File: src/rtl/mem_wb_stage_pkg.sv
// Shared widths, load funct3 encodings, FSM state type and small sign-extension
// helpers for the MEM->WB writeback stage.
package mem_wb_stage_pkg;

  localparam int REG_W  = 32;
  localparam int ADDR_W = 5;

  localparam logic [REG_W-1:0]  ZERO_WORD = '0;
  localparam logic [ADDR_W-1:0] REG_ZERO  = '0;

  localparam logic [2:0] F3_LB  = 3'b000;
  localparam logic [2:0] F3_LH  = 3'b001;
  localparam logic [2:0] F3_LW  = 3'b010;
  localparam logic [2:0] F3_LBU = 3'b100;
  localparam logic [2:0] F3_LHU = 3'b101;

  typedef enum logic {
    WB_IDLE = 1'b0,
    WB_WAIT = 1'b1
  } wb_state_e;

  // Everything about an accepted load that must survive until its data returns.
  typedef struct packed {
    logic              we;
    logic [ADDR_W-1:0] waddr;
    logic [2:0]        funct3;
    logic [1:0]        addr_lo;
  } load_ctx_t;

  function automatic logic [REG_W-1:0] sext8(input logic signed [7:0] b);
    return REG_W'(b);
  endfunction

  function automatic logic [REG_W-1:0] sext16(input logic signed [15:0] h);
    return REG_W'(h);
  endfunction

  function automatic logic [REG_W-1:0] zext8(input logic [7:0] b);
    return REG_W'(b);
  endfunction

  function automatic logic [REG_W-1:0] zext16(input logic [15:0] h);
    return REG_W'(h);
  endfunction

endpackage

File: src/rtl/mem_wb_stage_load_align.sv
// Combinational little-endian load alignment with sign/zero extension;
// flags funct3 codes that are not RV32I loads.
module mem_wb_stage_load_align
  import mem_wb_stage_pkg::*;
(
  input  logic [REG_W-1:0] rdata_i,
  input  logic [2:0]       funct3_i,
  input  logic [1:0]       addr_lo_i,
  output logic [REG_W-1:0] data_o,
  output logic             legal_o
);

  logic [7:0]  byte_sel;
  logic [15:0] half_sel;

  // Halfword selection uses only addr_lo[1]; misaligned halves never reach here.
  assign byte_sel = rdata_i[{addr_lo_i, 3'b000} +: 8];
  assign half_sel = rdata_i[{addr_lo_i[1], 4'b0000} +: 16];

  always_comb begin
    data_o  = ZERO_WORD;
    legal_o = 1'b1;
    case (funct3_i)
      F3_LB:   data_o = sext8(byte_sel);
      F3_LH:   data_o = sext16(half_sel);
      F3_LW:   data_o = rdata_i;
      F3_LBU:  data_o = zext8(byte_sel);
      F3_LHU:  data_o = zext16(half_sel);
      default: legal_o = 1'b0;
    endcase
  end

endmodule

File: src/rtl/mem_wb_stage.sv
// MEM->WB stage: registers ALU/CSR results, waits for load data from the
// data-memory handshake, and drives a registered one-cycle regfile write.
module mem_wb_stage
  import mem_wb_stage_pkg::*;
(
  input  logic              clk,
  input  logic              rst,
  input  logic              stall_i,
  input  logic              flush_i,
  input  logic              in_valid,
  input  logic              in_we,
  input  logic [ADDR_W-1:0] in_waddr,
  input  logic [REG_W-1:0]  in_wdata,
  input  logic              in_is_load,
  input  logic [2:0]        in_funct3,
  input  logic [1:0]        in_addr_lo,
  input  logic [REG_W-1:0]  mem_rdata,
  input  logic              mem_ready,
  output logic              stall_req,
  output logic              busy,
  output logic              wb_we,
  output logic [ADDR_W-1:0] wb_waddr,
  output logic [REG_W-1:0]  wb_wdata
);

  wb_state_e         state_q;
  load_ctx_t         ctx_q;
  logic              wb_we_q;
  logic [ADDR_W-1:0] wb_waddr_q;
  logic [REG_W-1:0]  wb_wdata_q;

  logic              accept;
  logic [REG_W-1:0]  load_data;
  logic              load_legal;

  mem_wb_stage_load_align u_align (
    .rdata_i   (mem_rdata),
    .funct3_i  (ctx_q.funct3),
    .addr_lo_i (ctx_q.addr_lo),
    .data_o    (load_data),
    .legal_o   (load_legal)
  );

  assign accept = in_valid & ~stall_i & ~flush_i & (state_q == WB_IDLE);

  // Completion in WAIT deliberately ignores stall_i; only flush or reset cancel it.
  always_ff @(posedge clk) begin
    if (rst) begin
      state_q    <= WB_IDLE;
      wb_we_q    <= 1'b0;
      wb_waddr_q <= REG_ZERO;
      wb_wdata_q <= ZERO_WORD;
    end else if (flush_i) begin
      state_q <= WB_IDLE;
      wb_we_q <= 1'b0;
    end else begin
      case (state_q)
        WB_IDLE: begin
          if (accept && in_is_load) begin
            state_q       <= WB_WAIT;
            ctx_q.we      <= in_we;
            ctx_q.waddr   <= in_waddr;
            ctx_q.funct3  <= in_funct3;
            ctx_q.addr_lo <= in_addr_lo;
            wb_we_q       <= 1'b0;
          end else if (accept) begin
            wb_we_q    <= in_we & (in_waddr != REG_ZERO);
            wb_waddr_q <= in_waddr;
            wb_wdata_q <= in_wdata;
          end else begin
            wb_we_q <= 1'b0;
          end
        end
        WB_WAIT: begin
          if (mem_ready) begin
            state_q    <= WB_IDLE;
            wb_we_q    <= ctx_q.we & (ctx_q.waddr != REG_ZERO) & load_legal;
            wb_waddr_q <= ctx_q.waddr;
            wb_wdata_q <= load_data;
          end else begin
            wb_we_q <= 1'b0;
          end
        end
        default: begin
          state_q <= WB_IDLE;
          wb_we_q <= 1'b0;
        end
      endcase
    end
  end

  assign stall_req = (state_q == WB_WAIT);
  assign busy      = (state_q == WB_WAIT);
  assign wb_we     = wb_we_q;
  assign wb_waddr  = wb_waddr_q;
  assign wb_wdata  = wb_wdata_q;

endmodule

File: config.mk
export PLATFORM = sky130hd
export DESIGN_NAME = mem_wb_stage
export DESIGN_NICKNAME = d
export VERILOG_FILES = /design/src/rtl/mem_wb_stage_pkg.sv /design/src/rtl/mem_wb_stage_load_align.sv /design/src/rtl/mem_wb_stage.sv
export SDC_FILE = /design/constraint.sdc
export NUM_CORES = 1
export LEC_CHECK = 0
export CORE_AREA = 3 3 83 85
export CTS_CLUSTER_DIAMETER = 100
export CTS_CLUSTER_SIZE = 16
export DETAILED_ROUTE_END_ITERATION = 8
export DIE_AREA = 0 0 86 88
export PLACE_DENSITY = 0.95
export REMOVE_ABC_BUFFERS = 1
export SLEW_MARGIN = 20
export SYNTH_ARGS = -nofsm -noshare
export SYNTH_HDL_FRONTEND = slang
export SYNTH_SLANG_ARGS = --single-unit
File: constraint.sdc
create_clock -name clk -period 5 [get_ports clk]
set_clock_uncertainty 0.05 [all_clocks]
set_input_delay 0.5 -clock clk [delete_from_list [all_inputs] [get_ports clk]]
set_output_delay 0.5 -clock clk [all_outputs]
set_load 0.01 [all_outputs]
# --- Word level (Yosys, flattened, before mapping) ---
# Index checks and enable logic that the tools add are counted.
classes:
  n_eq_ne: 7
  shift: 2
  muxes: 17
  bitwise_logic: 10
  n_reduce_logical: 8
op_table:
  columns: ["op", "n"]
  rows:
  - ["case mux 32 bit (5 select lines)", 1]
  - ["two-way mux 32 bit", 3]
  - ["case mux 32 bit (2 select lines)", 1]
  - ["indexed part select 32 x 6 -> 16 bit", 1]
  - ["indexed part select 32 x 6 -> 8 bit", 1]
  - ["two-way mux 5 bit", 3]
  - ["case mux 5 bit (2 select lines)", 1]
  - ["nonzero test 5 bit", 2]
  - ["AND reduction 4 bit", 2]
  - ["AND 1 bit", 6]
  - ["== test 3 bit, second input constant", 2]
  - ["two-way mux 1 bit", 6]
  - ["!= test 2 bit, second input constant", 3]
  - ["OR reduction 5 bit", 1]
  - ["NOT 1 bit", 4]
  - ["case mux 1 bit (2 select lines)", 2]
  - ["== test 3 x 1 -> 1 bit, second input constant", 1]
  - ["== test 3 x 2 -> 1 bit, second input constant", 1]
  - ["zero test 3 bit", 1]
  - ["OR reduction 2 bit", 1]
  - ["logical AND 1 bit", 1]
word_totals:
  reg_bits: 50
  out_inout_bits: 40
  word_cells: 52

# --- Depth between registers and ports, before layout ---
# Gate-level depths: netlist of run 1.
depth:
  depth_word: 7
  depth_mapped: 7
  ltp_nobuf: 4

# --- Modules after synthesis ---
# A second synthesis of run 1 with hierarchy kept.
unflattened:
  cells_unflattened: 361
  area_unflattened_um2: 3355.7
by_module_without_submodules:
  columns: ["mod", "n_inst", "cells_each", "area_per_inst_um2", "seq_area_each_um2"]
  rows:
  - ["mem_wb_stage", 1, 243, 2476.1, 1111.1]
  - ["mem_wb_stage_load_align", 1, 118, 879.6, 0.0]

# --- Least setup slack after synthesis of run 1 ---
# No wires, ideal clock.
synth_timing:
  path_kind: "input to register"
  start: "input rst"
  end: "register ctx_q[0] (netlist bit) (enable)"
  setup_ps: 408
  arrival_time_ps: 2048
  t_required_ps: 4542
  setup_slack_ps: 2494
  path_stages: 3
  path_buffers: 2
  cell_sequence: "clkbuf_1 -> clkbuf_1 -> nor4_1"
synth_between:
  elab_chain_cells: 2
synth_lines:
  columns: ["element", "line", "rtl"]
  rows:
  - ["start, declared", "mem_wb_stage.sv:7", "input logic rst,"]
  - ["NOT 1 bit (no line)", null, null]
  - ["AND reduction 4 bit (no line)", null, null]
  - ["end, declared", "mem_wb_stage.sv:27", "load_ctx_t ctx_q;"]
# No other way between the ends.
# A chain may end at the register's enable or synchronous reset.

# --- Worst setup path in the final report of run 1 ---
layout_timing:
  start: "register state_q, in the netlist busy"
  end: "register wb_wdata_q[20], in the netlist wb_wdata[20]"
layout_between:
  elab_chain_cells: 5
  word_cells_on_any_way: 8
  classes_between: "eq/ne (3); mux (1); bitwise (2); reduce/logical (2)"
layout_lines:
  columns: ["element", "line", "rtl"]
  rows:
  - ["start, declared", "mem_wb_stage.sv:26", "wb_state_e state_q;"]
  - ["start signal, assigned", "mem_wb_stage.sv:49", "state_q <= WB_IDLE;"]
  - ["start signal, assigned", "mem_wb_stage.sv:54", "state_q <= WB_IDLE;"]
  - ["start signal, assigned", "mem_wb_stage.sv:60", "state_q <= WB_WAIT;"]
  - ["NOT 1 bit (no line)", null, null]
  - ["AND 1 bit", "mem_wb_stage.sv:44", "assign accept = in_valid & ~stall_i & ~flush_i & (state_q == WB_IDLE);"]
  - ["logical AND 1 bit", "mem_wb_stage.sv:59", "if (accept && in_is_load) begin"]
  - ["!= test 2 bit (no line)", null, null]
  - ["AND reduction 4 bit (no line)", null, null]
  - ["end signal, assigned", "mem_wb_stage.sv:69", "wb_wdata_q <= in_wdata;"]
  - ["end signal, assigned", "mem_wb_stage.sv:79", "wb_wdata_q <= load_data;"]
  - ["end, declared", "mem_wb_stage.sv:30", "logic [REG_W-1:0] wb_wdata_q;"]
# Several ways; a longest one is shown, not always the timed one.

==> results of run 1 <==
final cells by class:
type	count	share of cell area, %
flip-flops and latches	50	26.8
multi-input cells	201	37.7
inverters	3	0.271
repair buffers	124	29.7
well taps	77	2.32
clock inverters	2	0.934
clock buffers	6	2.26
cells in the mapped netlist (all sizes together):
| master | number | area share (%) |
|---|---|---|
| nor3b | 4 | 1.2 |
| a222oi | 6 | 2.1 |
| a21oi | 20 | 4.0 |
| a32o | 7 | 2.5 |
| a211oi | 6 | 1.6 |
| o21bai | 1 | 0.27 |
| and2 | 1 | 0.22 |
| or4b | 1 | 0.49 |
| buf | 10 | 2.9 |
| mux2i | 7 | 2.5 |
| nand3 | 7 | 1.2 |
| a221o | 8 | 2.9 |
| mux2 | 7 | 2.8 |
| a31oi | 1 | 0.22 |
| nand2b | 1 | 0.22 |
| a221oi | 2 | 0.62 |
| o211ai | 25 | 6.7 |
| mux4 | 1 | 0.80 |
| or4 | 2 | 0.53 |
| o221a | 8 | 3.2 |
| or3b | 1 | 0.31 |
| nor2 | 13 | 1.7 |
| and3b | 2 | 0.62 |
| edfxtp | 11 | 12 |
| nand3b | 24 | 6.4 |
| dfxtp | 39 | 28 |
| nand2 | 2 | 0.27 |
| nor4 | 2 | 0.67 |
| inv | 3 | 0.40 |
| or2 | 1 | 0.22 |
| a311oi | 1 | 0.94 |
| clkbuf | 15 | 2.0 |
| o2bb2ai | 1 | 0.31 |
| o311a | 1 | 0.36 |
| nor3 | 1 | 0.18 |
| o21ai | 2 | 0.36 |
| a22oi | 16 | 4.3 |
| o21a | 1 | 0.27 |
| a21o | 1 | 0.27 |
| nor2b | 17 | 3.8 |
worst max-delay path: cells and delay by family (launching register included):
kind	cells	cell delay [ns]
compound gates	3	1.55
simple gates	1	0.72
flops	1	0.62
layer usage:
layer | up-vias | GRT usage [%] | wire length [microns]
met1 | 1414 | 28.3 | 3520
met4 | 0 | 7.48 | 143
li1 | 1338 | - | -
met3 | 19 | 8.09 | 1050
met5 | - | 0 | 0
met2 | 163 | 41.5 | 4610
stage by stage:
stage / power [mW] / hold slack [ns] / setup slack [ns] / utilization (%) / cell area, sq um
5_1_grt: 0.946 / 0.490 / 1.77 / 66.2 / 4150
3_3_place_gp: 0.593 / 0.441 / 1.84 / 63.8 / 4010
2_1_floorplan: 0.488 / 0.465 / 2.02 / - / 2670
4_1_cts: 0.917 / 0.464 / 1.96 / 66.0 / 4140
6_report: 0.917 / 0.461 / 1.89 / 66.2 / 4150
3_5_place_dp: 0.597 / 0.448 / 1.73 / 63.9 / 4010
flip-flops by register name (all words and copies together) (netlist names):
signal / flops
wb_wdata: 32
ctx_q: 11
wb_waddr: 5
busy: 1
wb_we: 1
cells by family (layout without fill, tap and decap cells):
logic type      Yosys count  after routing  synth area share [%]
flops                    50             50                  39.6
simple gates             79             79                  18.2
mux                      15             15                  6.11
buf+inv                  28            135                  5.26
compound gates          107            107                  30.9
final timing paths:
| kind | cells past startpoint | end |
|---|---|---|
| worst max-delay path | 4 | wb_wdata[20] |
| worst min-delay path | 2 | wb_waddr[4] |
| worst max register to register | 4 | wb_wdata[20] |
| worst min register to register | 2 | wb_waddr[4] |
power breakdown:
group	switching [mW]	internal (mW)	leakage [nW]
registers	0.00901	0.422	0.416
logic	0.0629	0.0969	0.966
clock network	0.147	0.180	0.0665
total	0.218	0.699	1.45
==> results.md, run 1 <==
- Startpoint of the worst setup timing path: busy
- Maximum root-to-sink buffer count: 2
- Static power due to leakage: 1.45 nW
- Post-synthesis cell count: 279
- Number of failing setup endpoints in the final timing report: 0
- Delay contributed by the slowest stage of the critical path: 0.82 ns
- Unrepaired setup endpoints after global routing: false
- Clk sink count: 50
- Iteration-0 DRC count of the detailed router: 237
- Kind of path behind the tightest hold check: reg2reg
- CP cell instances: or4b_4 > a21o_1 > a311oi_4 > a22oi_1
- Area of the placeable core: 0.00628 sq mm
- Total of max-cap violations: 0
- Largest net degree at the start of global routing: 49
- Category of the worst setup path capture point: flip-flop
- Effective utilization at floorplan: 44.7%
- Antenna diodes: 0
- Vias: 2934
- Post-route clock period utilization: 62.2%
- Worst-Margin Slew: 1.09 ns
- Critical-path cell with the highest stage delay: sky130_fd_sc_hd__a311oi_4
- Post-CTS setup buffer count: 0
- Commonest non-fill, non-tap cell in the layout: sky130_fd_sc_hd__clkdlybuf4s50_1
- Gates resized, CTS repair: 0
- Number of non-filler instances in the completed layout: 463
- Maximum fanout along the worst path: 48
- Number of buffers created by CTS: 5
- Total count of hold-check failures in the final report: 0
- Final nets: 467
- DRC errors left: 0
- Mapped Area: 0.00281 sq mm
- Via count of the first global-routing pass: 2946
- Overall routed net length: 9.32 mm
- Wire length of the first global-routing pass: 14.4 mm
- Type of the setup path with the least slack: reg2reg
- Source-to-sink clock delay at the later pin of the worst-skew pair: 0.31 ns
- Fillers: 515
- Area used by multi-input combinational logic: 0.00157 sq mm
- Total iterations of the first detailed-routing run: 8
- Placement Rows: 29
- Average footprint of a synthesized cell: 10.1 sq um
- Area added between synthesis and finish: 48.0%
- Area of the die: 0.00757 sq mm
- Count of distinct cell types in the synthesized netlist: 46
- Share of final-layout standard cells stronger than drive strength 1: 9.59%
- Worst Hold Launch: wb_waddr[4]
- Post-route setup TNS: 0 ns
- Crit path DAT: 3.22 ns
- Clock period minus final worst setup slack: 3.11 ns
- Ys Warns: 0
- Worst reg2reg startpoint: busy
- CP startpoint kind: flip-flop
- # H-tree levels: 2
- Final count of pins violating max slew: 0
- Number of top-level pins: 122
- GRT Residual Overflow: 0
- Die height: 88 microns
- Post-DRT Antenna Nets: 0
- Post-DR vias/cell: 6.34
- Sequential area share after synthesis: 39.6%
- DR WL/cell: 20.1 microns
- CTS tree: yes
- Overall Global Routing Usage: 24.0%
- Result of the run: complete, no violations
- Max Fclk: 321 MHz
- Total placed cells including tap cells: 455
- Setup slack on the worst flop-to-flop path: 1.89 ns
- HPWL after DPL: 6.80 mm
- Required time of the critical path: 5.11 ns
- Number of buffers added on ports: 121
- Antenna violations before repair: 0
- Power per Cell Area: 221 mW/mm^2
- Worst-case headroom to the max-slew limit: 26.9%
- Storage element area: 0.00111 sq mm
- Post-synthesis register bit count: 50
- Root buffer cell: sky130_fd_sc_hd__clkbuf_8
- Maximum VDD drop: 159 uV
- Number of hold-repair buffers added at the cts stage: 0
- Highest-count cells in the layout ignoring fill and taps: sky130_fd_sc_hd__clkdlybuf4s50_1, sky130_fd_sc_hd__dfxtp_1, sky130_fd_sc_hd__o211ai_1, sky130_fd_sc_hd__nand3b_1, sky130_fd_sc_hd__a21oi_1
- Horizontal extent of the die: 86 microns
- Clock transition at the registers of the reported paths: 0.10 ns
- RD Place Congestion: 0.887
Note: power is estimated with default switching activity, not from simulation.
==> run 2: changes to the inputs <==
--- a/config.mk
+++ b/config.mk
@@ -5,12 +5,12 @@
 export SDC_FILE = /design/constraint.sdc
 export NUM_CORES = 1
 export LEC_CHECK = 0
-export CORE_AREA = 3 3 83 85
+export CORE_AREA = 3 3 90 92
 export CTS_CLUSTER_DIAMETER = 100
 export CTS_CLUSTER_SIZE = 16
 export DETAILED_ROUTE_END_ITERATION = 8
-export DIE_AREA = 0 0 86 88
-export PLACE_DENSITY = 0.95
+export DIE_AREA = 0 0 93 95
+export PLACE_DENSITY = 0.86
 export REMOVE_ABC_BUFFERS = 1
 export SLEW_MARGIN = 20
 export SYNTH_ARGS = -nofsm -noshare
==> constraint.sdc (replaced) <==
create_clock -name clk -period 2.6 [get_ports clk]
set_clock_uncertainty 0.05 [all_clocks]
set_input_delay 0.26 -clock clk [delete_from_list [all_inputs] [get_ports clk]]
set_output_delay 0.26 -clock clk [all_outputs]
set_load 0.01 [all_outputs]
==> results.md, run 2 (synthesized netlist as in run 1, its figures left out) <==
- Gates resized, CTS repair: 0 (unchanged)
- Area added between synthesis and finish: 50.2%
- Root buffer cell: sky130_fd_sc_hd__clkbuf_8
- Area used by multi-input combinational logic: 0.00155 sq mm (-0.80%)
- Die height: 95 microns (+8.0%)
- Combined buffer and inverter count along the critical path: 2 (+2)
- RD Place Congestion: 0.864 (-2.7%)
- Area of the placeable core: 0.00729 sq mm (+16%)
- Setup slack on the worst flop-to-flop path: 0.47 ns (-1.42 ns)
- Final nets: 479 (+2.6%)
- Post-route clock period utilization: 83.7%
- Unrepaired setup endpoints after global routing: false
- Placement Rows: 31 (+6.9%)
- Storage element area: 0.00111 sq mm (unchanged)
- Antenna violations before repair: 0 (unchanged)
- Clk sink count: 50 (unchanged)
- Worst reg2reg startpoint: busy
- Critical-path cell with the highest stage delay: sky130_fd_sc_hd__mux4_2
- Clock transition at the registers of the reported paths: 0.08 ns (-0.02 ns)
- Logic depth of the worst register-to-register path: 6 (+2)
- Delay contributed by the slowest stage of the critical path: 0.53 ns (-0.29 ns)
- Category of the worst setup path capture point: flip-flop
- Overall power after layout: 1.61 mW (+76%)
- Startpoint of the worst setup timing path: mem_rdata[31]
- Number of buffers created by CTS: 5 (unchanged)
- Vias: 2925 (-0.31%)
- HPWL after DPL: 7.41 mm (+8.9%)
- Area of the die: 0.00884 sq mm (+17%)
- Result of the run: complete, no violations
- Post-DR vias/cell: 5.89 (-7.1%)
- Post-DRT Antenna Nets: 0 (unchanged)
- Overall routed net length: 9.68 mm (+3.9%)
- Horizontal extent of the die: 93 microns (+8.1%)
- DR WL/cell: 19.5 microns (-3.3%)
- CP cell instances: clkdlybuf4s50_1 > mux4_2 > and3b_1 > a311oi_4 > buf_4 > a22oi_1
- Timing endpoint of the critical path: wb_wdata[29]
- Number of top-level pins: 122 (unchanged)
- Share of final-layout standard cells stronger than drive strength 1: 11.6% (+2.0 points)
- Final count of pins violating max slew: 0 (unchanged)
- # H-tree levels: 2 (unchanged)
- Total iterations of the first detailed-routing run: 4 (-4)
- Kind of cell with the highest combined delay on the critical path: buffers and inverters
- Number of hold-repair buffers added at the cts stage: 0 (unchanged)
- Crit path DAT: 2.31 ns (-0.91 ns)
- Min-Delay Path Depth: 2 (unchanged)
- GRT Residual Overflow: 0 (unchanged)
- Number of buffers added on ports: 121 (unchanged)
- Commonest non-fill, non-tap cell in the layout: sky130_fd_sc_hd__clkdlybuf4s50_1
- Total of max-cap violations: 0 (unchanged)
- Number of failing setup endpoints in the final timing report: 0 (unchanged)
- Flip-flop count of the largest register, all copies and words added: 32 (unchanged)
- Effective utilization at floorplan: 38.5% (-6.2 points)
- Static power due to leakage: 1.49 nW (+2.7%)
- Required time of the critical path: 2.73 ns (-2.38 ns)
- Worst-case headroom to the max-slew limit: 41.5% (+15 points)
- Maximum fanout along the worst path: 16 (-67%)
- Max Fclk: 459 MHz
- Total placed cells including tap cells: 489 (+7.5%)
- Clock period minus final worst setup slack: 2.18 ns
- Via count of the first global-routing pass: 2976 (+1.0%)
- Antenna diodes: 0 (unchanged)
- Worst-Margin Slew: 0.876 ns (-0.219 ns)
- Overall Global Routing Usage: 21.3% (-2.7 points)
- DRC errors left: 0 (unchanged)
- Type of the setup path with the least slack: in2reg
- Fillers: 642 (+25%)
- Highest-count cells in the layout ignoring fill and taps: sky130_fd_sc_hd__clkdlybuf4s50_1, sky130_fd_sc_hd__dfxtp_1, sky130_fd_sc_hd__o211ai_1, sky130_fd_sc_hd__nand3b_1, sky130_fd_sc_hd__a21oi_1
- Maximum VDD drop: 414 uV (+160%)
- Power per Cell Area: 382 mW/mm^2 (+73%)
- Critical path depth in cells: 6 (+2)
- Number of non-filler instances in the completed layout: 497 (+7.3%)
- Worst R2R End: wb_waddr[4]
- Source-to-sink clock delay at the later pin of the worst-skew pair: 0.30 ns (about the same)
- Wire length of the first global-routing pass: 15.1 mm (+5.1%)
- Total count of hold-check failures in the final report: 0 (unchanged)
- Largest net degree at the start of global routing: 48 (-2.0%)
- Kind of path behind the tightest hold check: reg2reg
- CP startpoint kind: input pin
- Iteration-0 DRC count of the detailed router: 201 (-15%)
- Post-CTS setup buffer count: 0 (unchanged)
- CTS tree: yes
- Maximum root-to-sink buffer count: 2 (unchanged)
## run 2: worst min-delay path by stage
| stage | endpoint | from |
|---|---|---|
| after floorplan | wb_waddr[0] | rst |
| after global placement | wb_wdata[26] | wb_wdata[26] |
| after detailed placement | wb_wdata[21] | wb_wdata[21] |
| after CTS | wb_wdata[21] | wb_wdata[21] |
| after global routing | ctx_q[0] | in_addr_lo[0] |
| final | wb_wdata[27] | wb_wdata[27] |
## run 2: layer usage
metal  wire length, microns  part of all wire (%)  vias up  global-route usage [%]
li1                       -                     -     1361                       -
met1                   3820                    39     1399                    25.9
met2                   4760                    49      149                    36.0
met3                    940                   9.7       16                    7.33
met4                    158                   1.6        0                    5.86
met5                      0                     0        -                       0
## run 2: power breakdown
group | switching [mW] | internal, mW
sequential | 0.0129 | 0.810
clock | 0.251 | 0.218
combinational | 0.128 | 0.192
## run 2: stage by stage
step	TNS [ns]	area (sq um)	setup slack, ns	hold slack (ns)	utilization, %
floorplan	-7.58	2670	-0.380	0.283	-
global placement	0	4130	0.250	0.443	56.6
CTS	0	4220	0.478	0.461	57.8
global route	0	4220	0.293	0.457	57.8
detailed placement	0	4130	0.176	0.445	56.6
finish	0	4220	0.423	0.460	57.8
## run 2: cell type report
type,count,share of cell area (%)
Clock buffer,8,2.14
Inverter,3,0.267
Multi-Input combinational cell,201,36.9
Sequential cell,50,26.4
Tap cell,99,2.94
Timing Repair Buffer,136,31.4
## run 2: worst min-delay path, delay by kind of cell (launching register included)
| family | cells | cell delay (ns) |
|---|---|---|
| DFF | 1 | 0.32 |
| AOI/OAI and AO/OA | 1 | 0.07 |
| and+or+nand+nor | 1 | 0.08 |
==> run 3: changes to the inputs <==
==> constraint.sdc (replaced) <==
create_clock -name clk -period 1.9 [get_ports clk]
set_clock_uncertainty 0.05 [all_clocks]
set_input_delay 0.19 -clock clk [delete_from_list [all_inputs] [get_ports clk]]
set_output_delay 0.19 -clock clk [all_outputs]
set_load 0.01 [all_outputs]
==> results.md, run 3 (synthesized netlist as in run 1, its figures left out) <==
- Area of the placeable core: 0.00729 sq mm (unchanged)
- Max Fclk: 510 MHz
- Critical-path cell with the highest stage delay: sky130_fd_sc_hd__mux4_2
- Violated checks: negative setup slack
- Source-to-sink clock delay at the later pin of the worst-skew pair: 0.30 ns (about the same)
- Antenna diodes: 0 (unchanged)
- Flip-flop count of the largest register, all copies and words added: 32 (unchanged)
- Post-route clock period utilization: 103%
- Maximum fanout along the worst path: 8 (-8)
- Effective utilization at floorplan: 38.5% (unchanged)
- Area of the die: 0.00884 sq mm (unchanged)
- Delay contributed by the slowest stage of the critical path: 0.53 ns (about the same)
- Clock period minus final worst setup slack: 1.96 ns
- Worst R2R End: wb_wdata[13]
- Type of the setup path with the least slack: reg2reg
- Category of the worst setup path capture point: flip-flop
- Horizontal extent of the die: 93 microns (unchanged)
- Number of buffers added on ports: 121 (unchanged)
- Final count of pins violating max slew: 0 (unchanged)
- GRT Residual Overflow: 0 (unchanged)
- Post-DRT Antenna Nets: 0 (unchanged)
- Timing endpoint of the critical path: wb_wdata[13]
- Worst-Margin Slew: 0.599 ns (-0.277 ns)
- Power per Cell Area: 513 mW/mm^2 (+34%)
- Largest net degree at the start of global routing: 47 (-2.1%)
- Total placed cells including tap cells: 504 (+3.1%)
- RD Place Congestion: 0.902 (+4.4%)
- Worst-case headroom to the max-slew limit: 59.9% (+18 points)
- CP cell instances: mux4_2 > and3b_2 > buf_12 > o221a_4 > a221o_1
- Number of hold-repair buffers added at the cts stage: 0 (unchanged)
- Critical path depth in cells: 5 (-1)
- DR WL/cell: 20.2 microns (+3.6%)
- Final nets: 497 (+3.8%)
- DRC errors left: 0 (unchanged)
- Overall routed net length: 10.4 mm (+7.4%)
- Combined buffer and inverter count along the critical path: 1 (-1)
- Die height: 95 microns (unchanged)
- Iteration-0 DRC count of the detailed router: 160 (-20%)
- Area added between synthesis and finish: 64.3%
- Overall power after layout: 2.37 mW (+47%)
- Commonest non-fill, non-tap cell in the layout: sky130_fd_sc_hd__clkdlybuf4s50_1
- Total count of hold-check failures in the final report: 0 (unchanged)
- Kind of path behind the tightest hold check: in2reg
- Via count of the first global-routing pass: 2996 (+0.67%)
- Number of top-level pins: 122 (unchanged)
- Result of the run: finished, violations left
- HPWL after DPL: 7.58 mm (+2.4%)
- Crit path DAT: 2.11 ns (-0.20 ns)
- Setup slack on the worst flop-to-flop path: -0.06 ns (-0.53 ns)
- Setup ws final: -0.0591 ns (-0.483 ns)
- Required time of the critical path: 2.05 ns (-0.68 ns)
- Logic depth of the worst register-to-register path: 5 (-1)
- Highest-count cells in the layout ignoring fill and taps: sky130_fd_sc_hd__clkdlybuf4s50_1, sky130_fd_sc_hd__dfxtp_1, sky130_fd_sc_hd__buf_4, sky130_fd_sc_hd__o211ai_1, sky130_fd_sc_hd__nand3b_1
- Wire length of the first global-routing pass: 15.4 mm (+1.9%)
- Clock transition at the registers of the reported paths: 0.09 ns (about the same)
- Number of failing setup endpoints in the final timing report: 24 (+24)
- Placement Rows: 31 (unchanged)
- Startpoint of the worst setup timing path: ctx_q[1]
- Overall Global Routing Usage: 22.1% (+0.75 points)
- Vias: 3051 (+4.3%)
- Worst reg2reg startpoint: ctx_q[1]
- Antenna violations before repair: 0 (unchanged)
- Kind of cell with the highest combined delay on the critical path: multiplexers
- CP startpoint kind: flip-flop
- Total iterations of the first detailed-routing run: 5 (+1)
- Post-DR vias/cell: 5.92 (+0.66%)
- Root buffer cell: sky130_fd_sc_hd__clkbuf_8
- Number of buffers created by CTS: 5 (unchanged)
- Total of max-cap violations: 0 (unchanged)
- Maximum root-to-sink buffer count: 2 (unchanged)
- Static power due to leakage: 1.68 nW (+13%)
- CTS tree: yes
- Unrepaired setup endpoints after global routing: true
- Number of non-filler instances in the completed layout: 515 (+3.6%)
- Utilization after layout: 63.2% (+5.4 points)
- Maximum VDD drop: 345 uV (-17%)
- # H-tree levels: 2 (unchanged)
- Clk sink count: 50 (unchanged)
- Share of final-layout standard cells stronger than drive strength 1: 20.4% (+8.9 points)
## run 3: final cells by class
| class | count | area [sq um] |
|---|---|---|
| clock inverter | 3 | 40.0 |
| inverter | 3 | 11.3 |
| clock buffer | 5 | 68.8 |
| sequential | 50 | 1110 |
| timing repair buffer | 154 | 1540 |
| multi-input combinational | 201 | 1710 |
| tap | 99 | 124 |
| fill | 599 | 2680 |
## run 3: worst min-delay path by stage
stage	cells after the start	slack, ns	start	end
after floorplan	1	0.21	rst	wb_waddr[0]
after global placement	2	0.44	wb_wdata[31]	wb_wdata[31]
after detailed placement	2	0.44	wb_waddr[2]	wb_waddr[2]
after CTS	1	0.39	in_addr_lo[1]	ctx_q[1]
after global routing	1	0.40	in_funct3[0]	ctx_q[2]
final	1	0.39	in_addr_lo[1]	ctx_q[1]
## run 3: where the power goes
part	leakage, nW	total [mW]	internal, mW	switching (mW)
sequential	0.416	1.13	1.11	0.0178
clock	0.0579	0.752	0.388	0.364
combinational	1.21	0.486	0.293	0.194
## run 3: metal layers
metal / vias up / share of wire, % / track usage [%]
met3: 25 / 9.0 / 6.22
met1: 1484 / 39 / 26.7
met2: 144 / 50 / 37.9
li1: 1398 / - / -
met5: - / 0 / 0
met4: 0 / 2.2 / 7.08
## run 3: what timing repair did
item,in CTS,in global routing
setup endpoints to repair,27,27
cloned,0,2
pin swaps,1,27
gates resized for setup,5,26
hold endpoints to repair,0,0
setup buffers,0,1
## run 3: worst register-to-register path, delay by kind of cell, from the launching register on
| family | cells | cell delay (ns) |
|---|---|---|
| multiplexers | 1 | 0.53 |
| AO/OA/AOI/OAI | 2 | 0.47 |
| flip-flops | 1 | 0.38 |
| AND/OR/NAND/NOR | 1 | 0.28 |
| buffers and inverters | 1 | 0.15 |
## run 3: per-stage QoR
step / TNS (ns) / setup WS [ns] / area (sq um) / hold slack, ns
4_1_cts: -1.25 / -0.0802 / 4410 / 0.392
3_3_place_gp: -7.71 / -0.298 / 4280 / 0.442
3_5_place_dp: -9.16 / -0.360 / 4280 / 0.444
6_report: -0.781 / -0.0591 / 4610 / 0.391
5_1_grt: -1.91 / -0.116 / 4610 / 0.404
2_1_floorplan: -40.87 / -1.08 / 2670 / 0.213
